`config.mk`:
```
export PLATFORM = sky130hd
export DESIGN_NAME = ddrc_control
export DESIGN_NICKNAME = d
export VERILOG_FILES = /design/src/rtl/ddrc_pkg.sv /design/src/rtl/ddrc_ps_stepper.sv /design/src/rtl/ddrc_control.sv
export SDC_FILE = /design/constraint.sdc
export NUM_CORES = 1
export LEC_CHECK = 0
export ABC_AREA = 1
export ABC_CLOCK_PERIOD_IN_PS = 5800
export BUFFER_PORTS_ARGS = -buffer_cell sky130_fd_sc_hd__buf_2
export CORE_UTILIZATION = 45
export CTS_CLUSTER_SIZE = 40
export DETAILED_ROUTE_END_ITERATION = 10
export PLACE_DENSITY = 0.7
export SYNTH_ARGS = -nofsm -noshare
export SYNTH_HDL_FRONTEND = slang
export SYNTH_SLANG_ARGS = --single-unit
```
`constraint.sdc`:
```
create_clock -name clk -period 5.8 [get_ports clk]
set_clock_uncertainty 0.15 [all_clocks]
set_input_delay 1.16 -clock clk [delete_from_list [all_inputs] [get_ports clk]]
set_output_delay 1.16 -clock clk [all_outputs]
set_load 0.05 [all_outputs]
```
`src/rtl/ddrc_pkg.sv`:
```
// ddrc_pkg: shared register offsets, phase-stepper states and reset bit indices for the DDR control block.
package ddrc_pkg;
  localparam logic [1:0] DDRC_CTRL_RUN = 2'd0;
  localparam logic [1:0] DDRC_CTRL_PS  = 2'd1;
  localparam logic [1:0] DDRC_CTRL_RST = 2'd2;
  localparam logic [1:0] DDRC_CTRL_EN  = 2'd3;
  localparam int RST_DLY  = 0;
  localparam int RST_DCI  = 1;
  localparam int RST_MMCM = 2;
  typedef enum logic [1:0] {PS_IDLE, PS_STEP, PS_WAIT} ps_state_e;
endpackage

```
`src/rtl/ddrc_ps_stepper.sv`:
```
// ddrc_ps_stepper: walks the MMCM fine phase one step at a time toward the written target.
module ddrc_ps_stepper
  import ddrc_pkg::*;
(
  input  logic       clk,
  input  logic       rst,
  input  logic       target_we,
  input  logic [7:0] target,
  input  logic       locked,
  input  logic       ps_done,
  input  logic       clr,
  output logic       ps_en,
  output logic       ps_incdec,
  output logic [7:0] ps_out,
  output logic       ps_rdy,
  output logic       active
);
  ps_state_e  state_q, state_d;
  logic [7:0] ps_out_q, ps_out_d, target_q, target_d;
  logic       dir_q, dir_d;
  logic       up;
  assign up = target_q > ps_out_q;
  always_comb begin
    state_d  = state_q;
    ps_out_d = ps_out_q;
    target_d = target_we ? target : target_q;
    dir_d    = dir_q;
    unique case (state_q)
      PS_IDLE: state_d = (ps_out_q != target_q && locked) ? PS_STEP : PS_IDLE;
      PS_STEP: begin
        dir_d   = up;
        state_d = PS_WAIT;
      end
      PS_WAIT: if (ps_done) begin
        state_d  = PS_IDLE;
        ps_out_d = dir_q ? ((ps_out_q == 8'hff) ? ps_out_q : ps_out_q + 8'd1)
                         : ((ps_out_q == 8'h00) ? ps_out_q : ps_out_q - 8'd1);
      end
      default: state_d = PS_IDLE;
    endcase
    // an MMCM reset returns the hardware to phase 0, so any step in flight is dropped
    if (clr) begin
      state_d  = PS_IDLE;
      ps_out_d = '0;
      target_d = '0;
    end
  end
  always_ff @(posedge clk or posedge rst) begin
    if (rst) begin
      state_q  <= PS_IDLE;
      ps_out_q <= '0;
      target_q <= '0;
      dir_q    <= 1'b0;
    end else begin
      state_q  <= state_d;
      ps_out_q <= ps_out_d;
      target_q <= target_d;
      dir_q    <= dir_d;
    end
  end
  assign ps_en     = state_q == PS_STEP;
  assign ps_incdec = ps_en ? up : dir_q;
  assign ps_out    = ps_out_q;
  assign ps_rdy    = state_q == PS_IDLE && ps_out_q == target_q;
  assign active    = !ps_rdy;
endmodule

```
`src/rtl/ddrc_control.sv`:
```
// ddrc_control: decodes AXI register writes into sequencer start, phase-shift,
// reset-pulse and enable controls for the DDR controller.
module ddrc_control
  import ddrc_pkg::*;
#(
  parameter int                          AXI_WR_ADDR_BITS  = 12,
  parameter logic [AXI_WR_ADDR_BITS-1:0] CONTROL_ADDR      = 'h000,
  parameter logic [AXI_WR_ADDR_BITS-1:0] CONTROL_ADDR_MASK = 'hffc,
  parameter int                          RST_PULSE         = 8
) (
  input  logic                        clk,
  input  logic                        rst,
  input  logic [AXI_WR_ADDR_BITS-1:0] pre_waddr,
  input  logic                        start_wburst,
  input  logic [AXI_WR_ADDR_BITS-1:0] waddr,
  input  logic                        wr_en,
  input  logic [31:0]                 wdata,
  output logic                        busy,
  input  logic                        run_busy,
  output logic [10:0]                 run_addr,
  output logic                        run_seq,
  input  logic                        locked,
  input  logic                        ps_done,
  output logic                        ps_en,
  output logic                        ps_incdec,
  output logic [7:0]                  ps_out,
  output logic                        ps_rdy,
  output logic                        dly_rst,
  output logic                        dci_rst,
  output logic                        mmcm_rst,
  output logic [7:0]                  en_bits
);
  function automatic logic sel(input logic [AXI_WR_ADDR_BITS-1:0] a);
    return ((a ^ CONTROL_ADDR) & CONTROL_ADDR_MASK) == '0;
  endfunction
  logic        we, we_run, we_ps, we_rst, we_en, active, run_pending_q;
  logic [2:0]  rst_on, rst_next;
  logic [10:0] run_addr_q;
  logic [7:0]  en_q;
  logic        unused_wdata;
  assign unused_wdata = ^wdata[31:11];
  assign we     = wr_en && sel(waddr);
  assign we_run = we && waddr[1:0] == DDRC_CTRL_RUN;
  assign we_ps  = we && waddr[1:0] == DDRC_CTRL_PS;
  assign we_rst = we && waddr[1:0] == DDRC_CTRL_RST;
  assign we_en  = we && waddr[1:0] == DDRC_CTRL_EN;
  assign busy   = start_wburst && sel(pre_waddr) && pre_waddr[1:0] == DDRC_CTRL_PS && active;
  assign run_seq = run_pending_q && !run_busy;
  always_ff @(posedge clk or posedge rst) begin
    if (rst) begin
      run_pending_q <= 1'b0;
      run_addr_q    <= '0;
      en_q          <= '0;
    end else begin
      run_pending_q <= we_run || (run_pending_q && run_busy);
      run_addr_q    <= we_run ? wdata[10:0] : run_addr_q;
      en_q          <= we_en ? wdata[7:0] : en_q;
    end
  end
  for (genvar i = 0; i < 3; i++) begin : g_rst
    logic [7:0] cnt_q, cnt_d;
    assign cnt_d = (we_rst && wdata[i]) ? 8'(RST_PULSE) : cnt_q - {7'd0, |cnt_q};
    always_ff @(posedge clk or posedge rst) begin
      if (rst) cnt_q <= '0;
      else     cnt_q <= cnt_d;
    end
    assign rst_on[i]   = |cnt_q;
    assign rst_next[i] = |cnt_d;
  end
  // clear on the next-state value so phase drops to 0 in the same cycle mmcm_rst rises
  ddrc_ps_stepper u_ps (
    .clk       (clk),
    .rst       (rst),
    .target_we (we_ps),
    .target    (wdata[7:0]),
    .locked    (locked),
    .ps_done   (ps_done),
    .clr       (rst_next[RST_MMCM]),
    .ps_en     (ps_en),
    .ps_incdec (ps_incdec),
    .ps_out    (ps_out),
    .ps_rdy    (ps_rdy),
    .active    (active)
  );
  assign run_addr = run_addr_q;
  assign en_bits  = en_q;
  assign dly_rst  = rst_on[RST_DLY];
  assign dci_rst  = rst_on[RST_DCI];
  assign mmcm_rst = rst_on[RST_MMCM];
endmodule

```
After elaboration in Yosys (flattened, before gate mapping):

Cells that the tools add are included.

* register bits after elaboration: 63
* input bits: 63

* reductions and logical operators: 31
* $add $sub $neg: 5
* mux-type cells: 16
* $lt $le $gt $ge: 1
* equality and inequality tests: 12

Operators by type and width (number)
* 2-to-1 mux 8 bit: 11
* OR reduction 8 bit: 4
* zero test 12 bit: 2
* subtractor 8 x 1 -> 8 bit: 3
* logical AND 1 bit: 15
* adder 8 x 1 -> 8 bit (second input constant): 1
* equality test 8 bit: 1
* equality test 8 bit (second input constant): 1
* greater-than comparator 8 bit: 1
* zero test 8 bit: 1
* != test 8 bit: 1
* subtractor 8 x 1 -> 8 bit (second input constant): 1
* equality test 2 x 1 -> 1 bit (second input constant): 3
* equality test 2 bit (second input constant): 3
* != test 3 x 2 -> 1 bit (second input constant): 2
* case mux 2 bit (3 select lines): 1
* nonzero test 2 bit: 3
* zero test 2 bit: 2
* 2-to-1 mux 2 bit: 2
* AND reduction 4 bit: 1
* != test 3 x 1 -> 1 bit (second input constant): 1
* zero test 1 bit: 2
* 2-to-1 mux 1 bit: 2
* logical OR 1 bit: 1

Longest topological paths before layout:

Gate-level depths: netlist of the first run.

* depth in word-level cells: 8
* mapped depth: 13

Hierarchy:

A second synthesis of the first run with hierarchy kept.

* cells, all modules: 506
* area, all modules: 3829.9 um^2

Modules (own cells, without submodules)
* ddrc_control: area an instance 2329.7 um^2, sequential area each 1101.1 um^2, cells each 284, instances 1
* ddrc_ps_stepper: area an instance 1500.2 um^2, sequential area each 475.5 um^2, cells each 222, instances 1

Worst setup path after synthesis of the first run:

Ideal clock, no wire load.

* path kind: register to output
* from: register u_ps.ps_out_q[6] (netlist: u_ps.ps_out[6])
* to: output port busy
* cell stages (with the launch flop): 8
* arrival time: 3.066 ns
* data required time: 4.490 ns
* slack: 1.424 ns
* path through: dfrtp_1 > inv_1 > ha_1 > nand2_1 > nor2_1 > nand4_1 > nor3_1 > nor2_1

* longest elaborated chain between the ends: 4

Ends and longest elaborated chain
* start: declaration: RTL line ddrc_ps_stepper.sv:19 `logic [7:0] ps_out_q, ps_out_d, target_q, target_d;`
* start signal: assignment: RTL line ddrc_ps_stepper.sv:56 `ps_out_q <= ps_out_d;`
* equality test 8 bit: RTL line ddrc_ps_stepper.sv:64 `assign ps_rdy = state_q == PS_IDLE && ps_out_q == target_q;`
* logical AND 1 bit: RTL line ddrc_ps_stepper.sv:64
* net ps_rdy: RTL line ddrc_control.sv:27 `output logic ps_rdy,`
* zero test 1 bit: RTL line ddrc_ps_stepper.sv:65 `assign active = !ps_rdy;`
* logical AND 1 bit: RTL line ddrc_control.sv:47 `assign busy = start_wburst && sel(pre_waddr) && pre_waddr[1:0] == DDRC_CTRL_PS && active;`
* end: declaration: RTL line ddrc_control.sv:18 `output logic busy,`

The timed path passes the listed nets, and every way through them passes these cells.

Worst setup path after layout of the first run:

* from: input port pre_waddr[9]
* to: output port busy

* longest elaborated chain between the ends: 4

Ends and longest elaborated chain
* start: declaration: RTL line ddrc_control.sv:13 `input logic [AXI_WR_ADDR_BITS-1:0] pre_waddr,`
* zero test 12 bit: RTL line ddrc_control.sv:34 `return ((a ^ CONTROL_ADDR) & CONTROL_ADDR_MASK) == '0;`
* logical AND 1 bit (3 in a row): RTL line ddrc_control.sv:47

Every way passes these cells.

==> qor.yml, run 1 <==
antenna_cells: 0
timing.final.crit_share_pct: 57.91
finalWorstSetupSlack_ns: 2.441
drtAntennaViolNets: 0
syn-cell-area_mm2: 0.003552
fp.dieW_um: 90.85
dr.first_iter.drc_count: 159
synth-edff-count: 0
max_stage_delay_ns: 0.29
slowest_stage: "nor4_1"
p_leak_nw: 2.368
grt_pass1_vias: 2883
place_congestion: 0.8224
yosys_warnings: 0
async_reset_ff_share_pct: 100.0
ys_ff_latch: 63
cts.sinks: 63
cts_buffer_depth: 2
start_util_pct: 46.21
cp_common_cell: "buf_2"
vias: 3041
postSynthCellCount: 443
cts_root_buffer: "clkbuf_8"
die_h_um: 90.85
max_freq_mhz: 297.7
vdd_drop_max_mv: 0.1379
power.density_mw_per_mm2: 314.8
grt_pass1_wl_mm: 12.90
hold_violations: 0
final_cell_count_no_fill: 633
setup_viol: 0
antenna_found_initial: 0
slew_headroom_pct: 43.88
place_ws_ns: 2.436
crit_chain: "buf_2 -> nor4_1 -> nand4_1 -> nor2_1 -> buf_2"
ys.flop_type: "dfrtp_1"
period_minus_slack_ns: 3.359
path_class: "input port to output port"
row_count: 32
grt_max_degree: 64
post_cts_resized: 0
arrival_ns: 2.05
post_cts_buffers: 0
drive_gt1_share_pct: 22.60
setup_tns_ns: 0
wl_mm: 7.468
io_pins: 98
hold_path.class: "flip-flop to flip-flop"
track_usage_pct: 19.59
yosysSeqAreaShare_pct: 44.38
clkTransAtPathRegs_ns: 0.07
die_area_mm2: 0.008253
port_buffers: 76
postSynthAreaPerCell_um2: 8.018
failed_checks: "design-rule violations"
status: "complete, but fails checks"
routedWlPerCell_um: 11.80
cts_tree: "built"
vias_per_cell: 4.804
rsz0062_at_grt: "no"
area_growth_pct: 19.87
report.final.slew_viol_count: 0
drv_cap: 0
path_max_fanout: 1
insertion_delay_ns: 0.34
dr.pass1.iters: 9
place_area_mm2: 0.004041
hpwl_mm: 5.500
ctsHoldBuffers: 0
ys_types: 30
final_common_cell: "nand2_1"
core_mm2: 0.007687
drc: 2
h-tree-depth: 3
synth_nets: 527
cp-start-kind: "input port"
cts_made_buffers: 9
final_cell_mix: "85 x nand2_1, 79 x inv_1, 76 x buf_2"
crit_required_ns: 4.49
total_power_mw: 1.341
finish.instance_area_mm2: 0.004258
dp.cells: 617
tightest_slew_ns: 0.8393
grt_overflow: 0
fin_nets: 610
endpoint_kind: "output port"
## cell type report
cell class | count | area [um^2]
multi-input cells | 293 | 1642
flip-flops and latches | 63 | 1577
clock inverters | 4 | 51.30
inverters | 82 | 307.8
well taps | 102 | 127.6
fillers | 741 | 3430
repair buffers | 77 | 387.9
clock buffers | 12 | 165.2
## flip-flops by register name, summed over array words and instances, names as in the netlist
name / cells
g_rst.cnt_q: 24
run_addr: 11
en_bits: 8
u_ps.ps_out: 8
u_ps.target_q: 8
u_ps.state_q: 2
run_pending_q: 1
u_ps.dir_q: 1
## Yosys cell counts, types with 9 or more instances
cell type / number / area share, %
dfrtp_1: 63 / 44
xor2_1: 12 / 3.0
nand3_1: 21 / 3.0
nor2_1: 49 / 5.2
inv_1: 80 / 8.5
nor2_2: 13 / 2.3
nor3_1: 9 / 1.3
nand2_1: 85 / 9.0
nand4_1: 10 / 1.8
ha_1: 20 / 7.0
a21oi_1: 23 / 3.2
o21ai_0: 23 / 3.2
## final timing paths
| check | startpoint | cells past startpoint | to | slack (ns) |
|---|---|---|---|---|
| hold reg to reg | run_addr[2] | 2 | run_addr[2] | 0.33 |
| setup / recovery | pre_waddr[9] | 5 | busy | 2.44 |
| setup reg to reg | g_rst[2].cnt_q[4] | 10 | u_ps.state_q[1] | 3.31 |
| hold / removal | run_addr[2] | 2 | run_addr[2] | 0.33 |
| min in group asynchronous | rst | 3 | en_bits[2] | 0.90 |
| max in group asynchronous | rst | 3 | u_ps.dir_q | 4.09 |
## worst max-delay path: cells and delay by family
| family | cells | cell delay, ns |
|---|---|---|
| buffers and inverters | 2 | 0.37 |
| AND/OR/NAND/NOR | 3 | 0.52 |
## metal layers
| layer | track usage [%] | share of wire [%] | vias up |
|---|---|---|---|
| li1 | - | - | 1565 |
| met1 | 25.01 | 46 | 1386 |
| met2 | 32.58 | 48 | 78 |
| met3 | 5.051 | 4.6 | 12 |
| met4 | 6.085 | 1.7 | 0 |
| met5 | 0 | 0 | - |
## metrics by stage
step | util, % | hold WS (ns)
final | 55.39 | 0.3321
after global routing | 55.39 | 0.3571
after CTS | 55.39 | 0.3348
after detailed placement | 52.57 | 0.3139
after global placement | 52.57 | 0.3085
after floorplan | - | 0.2947
## cell families (layout without fill, tap and decap cells)
family	count (synthesis)	in the layout	share of synthesized area [%]
simple gates	202	202	26.14
buf+inv	87	175	9.405
flops	63	63	44.38
compound gates	49	49	7.080
fa+ha+maj	21	21	7.608
xor+xnor	18	18	4.438
mux	3	3	0.9510
## report_power, final
group	switching [mW]	internal [mW]	leakage, nW
Sequential	0.0687	0.520	0.822
Combinational	0.210	0.135	1.44
Clock	0.173	0.234	0.109
Total	0.452	0.889	2.37
Power figures use the tool's default switching activity.
==> inputs of run 2 (changes only) <==
--- a/config.mk
+++ b/config.mk
@@ -6,7 +6,7 @@
 export NUM_CORES = 1
 export LEC_CHECK = 0
 export ABC_AREA = 1
-export ABC_CLOCK_PERIOD_IN_PS = 5800
+export ABC_CLOCK_PERIOD_IN_PS = 3200
 export BUFFER_PORTS_ARGS = -buffer_cell sky130_fd_sc_hd__buf_2
 export CORE_UTILIZATION = 45
 export CTS_CLUSTER_SIZE = 40
==> constraint.sdc (replaced) <==
create_clock -name clk -period 3.2 [get_ports clk]
set_clock_uncertainty 0.15 [all_clocks]
set_input_delay 0.64 -clock clk [delete_from_list [all_inputs] [get_ports clk]]
set_output_delay 0.64 -clock clk [all_outputs]
set_load 0.05 [all_outputs]
==> run 2 against run 1 <==
  * The flow still finishes with violations (design-rule violations)
  * Clock-buffer cell count down 3
  * Flip-flop and latch count unchanged
  * Critical path depth up 2
  * Non-clock buffer count rose by 2
  * Combinational power increased by 80%
  * Setup slack lost 2.0 ns
  * Global-route usage fell by 0.18 points
  * Register-to-register slack got worse by 2.6 ns
  * Core utilization is 0.47 points higher
  * Wire length is 0.23% higher
  * Via count increased by 0.92%
  * Critical path type is now flip-flop to output port
  * Critical endpoint is now ps_rdy
==> qor.yml, run 2 (synthesized netlist as in run 1, its figures left out) <==
status: "complete, but fails checks"
failed_checks: "design-rule violations"
max_freq_mhz: 362.2
timing.rr.start: "g_rst[2].cnt_q[4]"
report.final.slew_viol_count: 0  # unchanged
grt_pass1_wl_mm: 12.77  # -1.0%
largest_reg_flops: 24  # unchanged
fin_nets: 612  # +0.33%
slew_headroom_pct: 50.30  # +6.4 points
intPower_mw: 1.634  # +84%
die_h_um: 90.85  # unchanged
fp.dieW_um: 90.85  # unchanged
final_cell_mix: "85 x nand2_1, 79 x inv_1, 76 x buf_2"
path_max_fanout: 3  # +2
antenna_cells: 0  # unchanged
arrival_ns: 1.97  # -0.08 ns
pwr-share-comb_pct: 25.0  # -0.7 points
vdd_drop_max_mv: 0.2463  # +79%
start_util_pct: 46.21  # unchanged
rr_endpoint: "u_ps.ps_out[1]"
port_buffers: 76  # unchanged
p_sw_share_pct: 34.20  # +0.51 points
endpoint_kind: "output port"
grt_max_degree: 35  # -45%
max_stage_delay_ns: 0.38  # +0.09 ns
crit_chain: "inv_1 -> ha_1 -> nand2_1 -> nor2_1 -> nand4_1 -> nor3_4 -> buf_2"
cts_root_buffer: "clkbuf_8"
timing.final.crit_share_pct: 86.28
die_area_mm2: 0.008253  # unchanged
period_minus_slack_ns: 2.761
power.density_mw_per_mm2: 578.4  # +84%
cp-start-kind: "flip-flop"
io_pins: 98  # unchanged
multi_input_area_mm2: 0.001653  # +0.69%
routedWlPerCell_um: 11.79  # about the same
p_leak_nw: 2.384  # +0.68%
hold_path.class: "input port to asynchronous set/reset pin"
top_register: "g_rst.cnt_q"
setup_viol: 0  # unchanged
cts_buffer_depth: 2  # unchanged
grt_overflow: 0  # unchanged
place_congestion: 0.7911  # -3.8%
seqPwrFrac_pct: 43.1  # -0.8 points
hpwl_mm: 5.702  # +3.7%
final_common_cell: "nand2_1"
h-tree-depth: 3  # unchanged
hold_violations: 0  # unchanged
cts_tree: "built"
insertion_delay_ns: 0.35  # about the same
rr_worst_depth: 10  # unchanged
area_growth_pct: 20.89
rsz0062_at_grt: "no"
drc: 2  # unchanged
p_sw_mw: 0.8494  # +88%
regArea_mm2: 0.001577  # unchanged
num-fill-cells: 725  # -2.2%
setup_tns_ns: 0  # unchanged
grt_pass1_vias: 2945  # +2.2%
vias_per_cell: 4.833  # +0.60%
antenna_found_initial: 0  # unchanged
dr.first_iter.drc_count: 124  # -22%
final_core_util_pct: 55.86  # +0.47 points
row_count: 32  # unchanged
r2r_slack_ns: 0.74  # -2.57 ns
path_class: "flip-flop to output port"
p_clk_share_pct: 31.9  # +1.5 points
slowest_stage: "dfrtp_1"
crit_required_ns: 2.41  # -2.08 ns
drtAntennaViolNets: 0  # unchanged
hold_ws_ns: 0.2635  # -0.06859 ns
ctsHoldBuffers: 0  # unchanged
post_cts_buffers: 0  # unchanged
cts.sinks: 63  # unchanged
wl_mm: 7.485  # +0.23%
tightest_slew_ns: 0.7444  # -0.09493 ns
drv_cap: 0  # unchanged
clkTransAtPathRegs_ns: 0.09  # +0.02 ns
cts_made_buffers: 9  # unchanged
dr.pass1.iters: 7  # -2
vias: 3069  # +0.92%
post_cts_resized: 0  # unchanged
track_usage_pct: 19.41  # -0.18 points
core_mm2: 0.007687  # unchanged
drive_gt1_share_pct: 23.08  # +0.48 points
==> run 2: power groups by stage <==
stage,Clock [mW],Combinational (mW),Sequential (mW)
after floorplan,0,0.500,1.06
after global placement,0,0.592,1.08
after detailed placement,0,0.620,1.08
after CTS,0.804,0.626,1.07
after global routing,0.838,0.723,1.09
final,0.793,0.622,1.07
==> run 2: critical path: cells and delay by family (launching register included) <==
family / cells / cell delay [ns]
adder cells (fa/ha/maj): 1 / 0.30
buffers and inverters: 2 / 0.38
flip-flops: 1 / 0.38
AND/OR/NAND/NOR: 4 / 0.57
==> run 2: stage by stage <==
stage / std cells / total power, mW / area [um^2] / worst slack, ns
after floorplan: 443 / 1.556 / 3563 / 0.1456
after global placement: 619 / 1.669 / 4068 / 0.7749
after detailed placement: 619 / 1.701 / 4068 / 0.7729
after CTS: 635 / 2.498 / 4294 / 0.3855
after global routing: 635 / 2.647 / 4294 / 0.2467
final: 635 / 2.484 / 4294 / 0.4391
==> run 2: cell type report <==
cell class	instances	share of cell area, %
multi-input combinational	293	38.49
timing repair buffer	79	9.382
inverter	82	7.168
sequential	63	36.71
clock buffer	9	2.885
clock inverter	7	2.389
tap	102	2.972
==> run 2: worst max-delay path by stage <==
stage,startpoint,to,slack (ns),depth (start not counted)
final,u_ps.ps_out[7],ps_rdy,0.44,7
after global routing,u_ps.ps_out[6],ps_rdy,0.25,7
after global placement,u_ps.ps_out[6],ps_rdy,0.77,7
after floorplan,u_ps.ps_out[6],busy,0.15,7
after detailed placement,u_ps.ps_out[6],ps_rdy,0.77,7
after CTS,u_ps.ps_out[6],ps_rdy,0.39,7
==> run 2: routing by layer <==
layer / global-route usage (%) / wire length, um / vias to the layer above
li1: - / - / 1572
met3: 4.882 / 332 / 15
met5: 0 / 0 / -
met1: 24.02 / 3408 / 1403
met2: 32.95 / 3606 / 79
met4: 6.614 / 138 / 0
==> inputs of run 3 (changes only) <==
--- a/config.mk
+++ b/config.mk
@@ -5,13 +5,11 @@
 export SDC_FILE = /design/constraint.sdc
 export NUM_CORES = 1
 export LEC_CHECK = 0
-export ABC_AREA = 1
 export ABC_CLOCK_PERIOD_IN_PS = 3200
 export BUFFER_PORTS_ARGS = -buffer_cell sky130_fd_sc_hd__buf_2
 export CORE_UTILIZATION = 45
-export CTS_CLUSTER_SIZE = 40
 export DETAILED_ROUTE_END_ITERATION = 10
-export PLACE_DENSITY = 0.7
+export PLACE_DENSITY = 0.71
 export SYNTH_ARGS = -nofsm -noshare
 export SYNTH_HDL_FRONTEND = slang
 export SYNTH_SLANG_ARGS = --single-unit
==> run 3 against run 2 <==
  * Synthesized area fell by 5.5%
  * Setup slack got worse by 0.32 ns
  * The flow now finishes without violations
  * Wire length fell by 7.7%
  * Core utilization rose by 1.9 points
  * Clock power rose by 5.4%
  * Via count fell by 13%
  * Non-clock buffer count rose by 3
  * Critical endpoint is now ps_incdec
==> qor.yml, run 3 <==
grt_pass1_vias: 2617  # -11%
grt_overflow: 0  # unchanged
timing.final.crit_share_pct: 96.17  # +9.9 points
endpoint_kind: "output port"
hold_ws_ns: 0.2611  # -0.002363 ns
drv_cap: 0  # unchanged
wl_mm: 6.905  # -7.7%
clkTransAtPathRegs_ns: 0.07  # -0.02 ns
crit_chain: "inv_1 -> ha_1 -> and3_1 -> a221o_1 -> a221oi_2 -> o31ai_2 -> buf_2"
arrival_ns: 2.29  # +0.32 ns
synth-edff-count: 0  # unchanged
antenna_cells: 0  # unchanged
vias_per_cell: 5.232  # +8.3%
slowest_stage: "dfrtp_2"
port_buffers: 76  # unchanged
top_register: "g_rst.cnt_q"
cts_made_buffers: 9  # unchanged
crit_family: "compound AO/OA/AOI/OAI gates"
cp-start-kind: "flip-flop"
largest_reg_flops: 24  # unchanged
syn-cell-area_mm2: 0.003358  # -5.5%
ctsHoldBuffers: 0  # unchanged
setup_viol: 0  # unchanged
path_class: "flip-flop to output port"
ys_ff_latch: 63  # unchanged
dr.pass1.iters: 4  # -3
max_stage_delay_ns: 0.42  # +0.04 ns
tightest_slew_ns: 0.7230  # -0.02136 ns
period_minus_slack_ns: 3.077  # +0.3165 ns
start_util_pct: 46.55  # +0.34 points
crit_required_ns: 2.41  # about the same
place_congestion: 0.7633  # -3.5%
synth_common_cells: "63 x dfrtp_1, 47 x nor2_1, 22 x inv_1, 22 x mux2_2, 20 x ha_1"
insertion_delay_ns: 0.33  # -0.02 ns
p_leak_nw: 2.015  # -15%
cts_buffer_depth: 2  # unchanged
yosys.area.top_type: "dfrtp_1"
area_growth_pct: 24.11
final_common_cell: "buf_2"
ys.flop_type: "dfrtp_1"
cts_root_buffer: "clkbuf_8"
grt_pass1_wl_mm: 11.52  # -9.8%
postSynthAreaPerCell_um2: 10.43  # +30%
core_mm2: 0.007214  # -6.2%
async_reset_ff_share_pct: 100.0  # unchanged
cts.sinks: 63  # unchanged
yosysSeqAreaShare_pct: 46.94  # +2.6 points
setup_tns_ns: 0  # unchanged
synth_area_leaders: "dfrtp_1 47%, ha_1 7.5%, mux2_2 7.4%"
rsz0062_at_grt: "no"
path_max_fanout: 6  # +3
row_count: 31  # -3.1%
slew_headroom_pct: 51.71  # +1.4 points
die_h_um: 88.39  # -2.7%
synth_top_area_share_pct: 46.94  # +2.6 points
status: "complete, no violations"
yosys_warnings: 0  # unchanged
hold_violations: 0  # unchanged
drc: 0  # -2
vdd_drop_max_mv: 0.2819  # +14%
ys_types: 45  # +50%
fp.dieW_um: 88.39  # -2.7%
hpwl_mm: 5.093  # -11%
die_area_mm2: 0.007812  # -5.3%
postSynthCellCount: 322  # -27%
routedWlPerCell_um: 13.49  # +14%
max_freq_mhz: 325.0  # -10%
final_cell_mix: "76 x buf_2, 61 x dfrtp_1, 47 x nor2_1"
track_usage_pct: 19.04  # -0.36 points
h-tree-depth: 3  # unchanged
vias: 2679  # -13%
synth_nets: 406  # -23%
power.density_mw_per_mm2: 494.2  # -15%
drive_gt1_share_pct: 33.66  # +11 points
io_pins: 98  # unchanged
fin_nets: 492  # -20%
drtAntennaViolNets: 0  # unchanged
hold_path.class: "input port to asynchronous set/reset pin"
yosysMostFrequentCell: "dfrtp_1"
antenna_found_initial: 0  # unchanged
cts_tree: "built"
num-fill-cells: 645  # -11%
grt_max_degree: 34  # -2.9%
report.final.slew_viol_count: 0  # unchanged
timing.critical_path.buf_inv: 2  # unchanged
dr.first_iter.drc_count: 79  # -36%
==> run 3: cell types whose count changed after synthesis, sizes merged, moves of 7 or more <==
| cell | change |
|---|---|
| a21oi | -14 |
| inv | -60 |
| mux2 | +19 |
| mux2i | +11 |
| nand2 | -73 |
| nand2b | +7 |
| nand3 | -18 |
| nand4 | -8 |
| nor2 | -18 |
| o21ai | -13 |
| xor2 | -7 |
==> run 3: worst paths after layout <==
check,start,slack (ns),endpoint,cells past startpoint
worst max-delay path,u_ps.ps_out[3],0.12,ps_incdec,7
worst min-delay path,rst,0.26,g_rst[2].cnt_q[0],2
worst max register to register,g_rst[2].cnt_q[5],0.32,u_ps.state_q[0],8
worst min register to register,run_pending_q,0.33,run_pending_q,2
max in group asynchronous,rst,1.95,u_ps.ps_out[4],3
min in group clk,run_pending_q,0.33,run_pending_q,2
==> run 3: layout make-up <==
cell class	count	area (um^2)	area share, %
tap	99	123.9	2.972
timing repair buffer	82	425.4	10.21
inverter	22	82.58	1.981
clock inverter	7	120.1	2.882
clock buffer	9	123.9	2.972
multi-input combinational	230	1713	41.10
sequential	63	1579	37.89
==> run 3: worst register-to-register path: stages, from the launching register on <==
cell	delay [ns]
dfrtp_1	0.42
or4_1	0.54
nand4b_1	0.22
ha_2	0.25
ha_4	0.27
nand2_1	0.04
or4_1	0.49
buf_4	0.23
nor3_1	0.19
==> run 3: what timing repair did <==
action,in CTS,in global routing
pin swaps,0,1
buffers inserted,0,3
setup endpoints to repair,1,1
resized for setup,1,2
==> run 3: logic make-up after synthesis <==
kind of cell             count (synthesis)  synth area share [%]
AND/OR/NAND/NOR                        125                 19.75
flip-flops                              63                 46.94
AO/OA/AOI/OAI                           36                 6.968
multiplexers                            33                 10.66
buffers and inverters                   29                 3.725
adder cells (fa/ha/maj)                 21                 8.048
XOR/XNOR                                15                 3.912
==> run 3: metal layers <==
| metal | global-route usage (%) | share of wire, % |
|---|---|---|
| met4 | 6.598 | 0.77 |
| met5 | 0 | 0 |
| met2 | 31.47 | 47 |
| met3 | 4.478 | 5.1 |
| met1 | 24.61 | 47 |
==> run 3: through the flow <==
stage	power, mW	area, um^2	std cells	setup slack (ns)	utilization, %
3_3_place_gp	1.222	3892	493	0.3289	53.95
4_1_cts	2.084	4143	509	0.02482	57.42
5_1_grt	2.166	4168	512	0.01152	57.77
2_1_floorplan	1.157	3415	322	-0.1437	-
6_report	2.060	4168	512	0.1226	57.77
3_5_place_dp	1.239	3892	493	0.3153	53.95
==> run 3: report_power, final <==
group	leakage, nW	internal, mW	total, mW	switching (mW)
logic	1.08	0.116	0.230	0.113
registers	0.810	0.896	0.994	0.0975
clock network	0.120	0.520	0.836	0.316
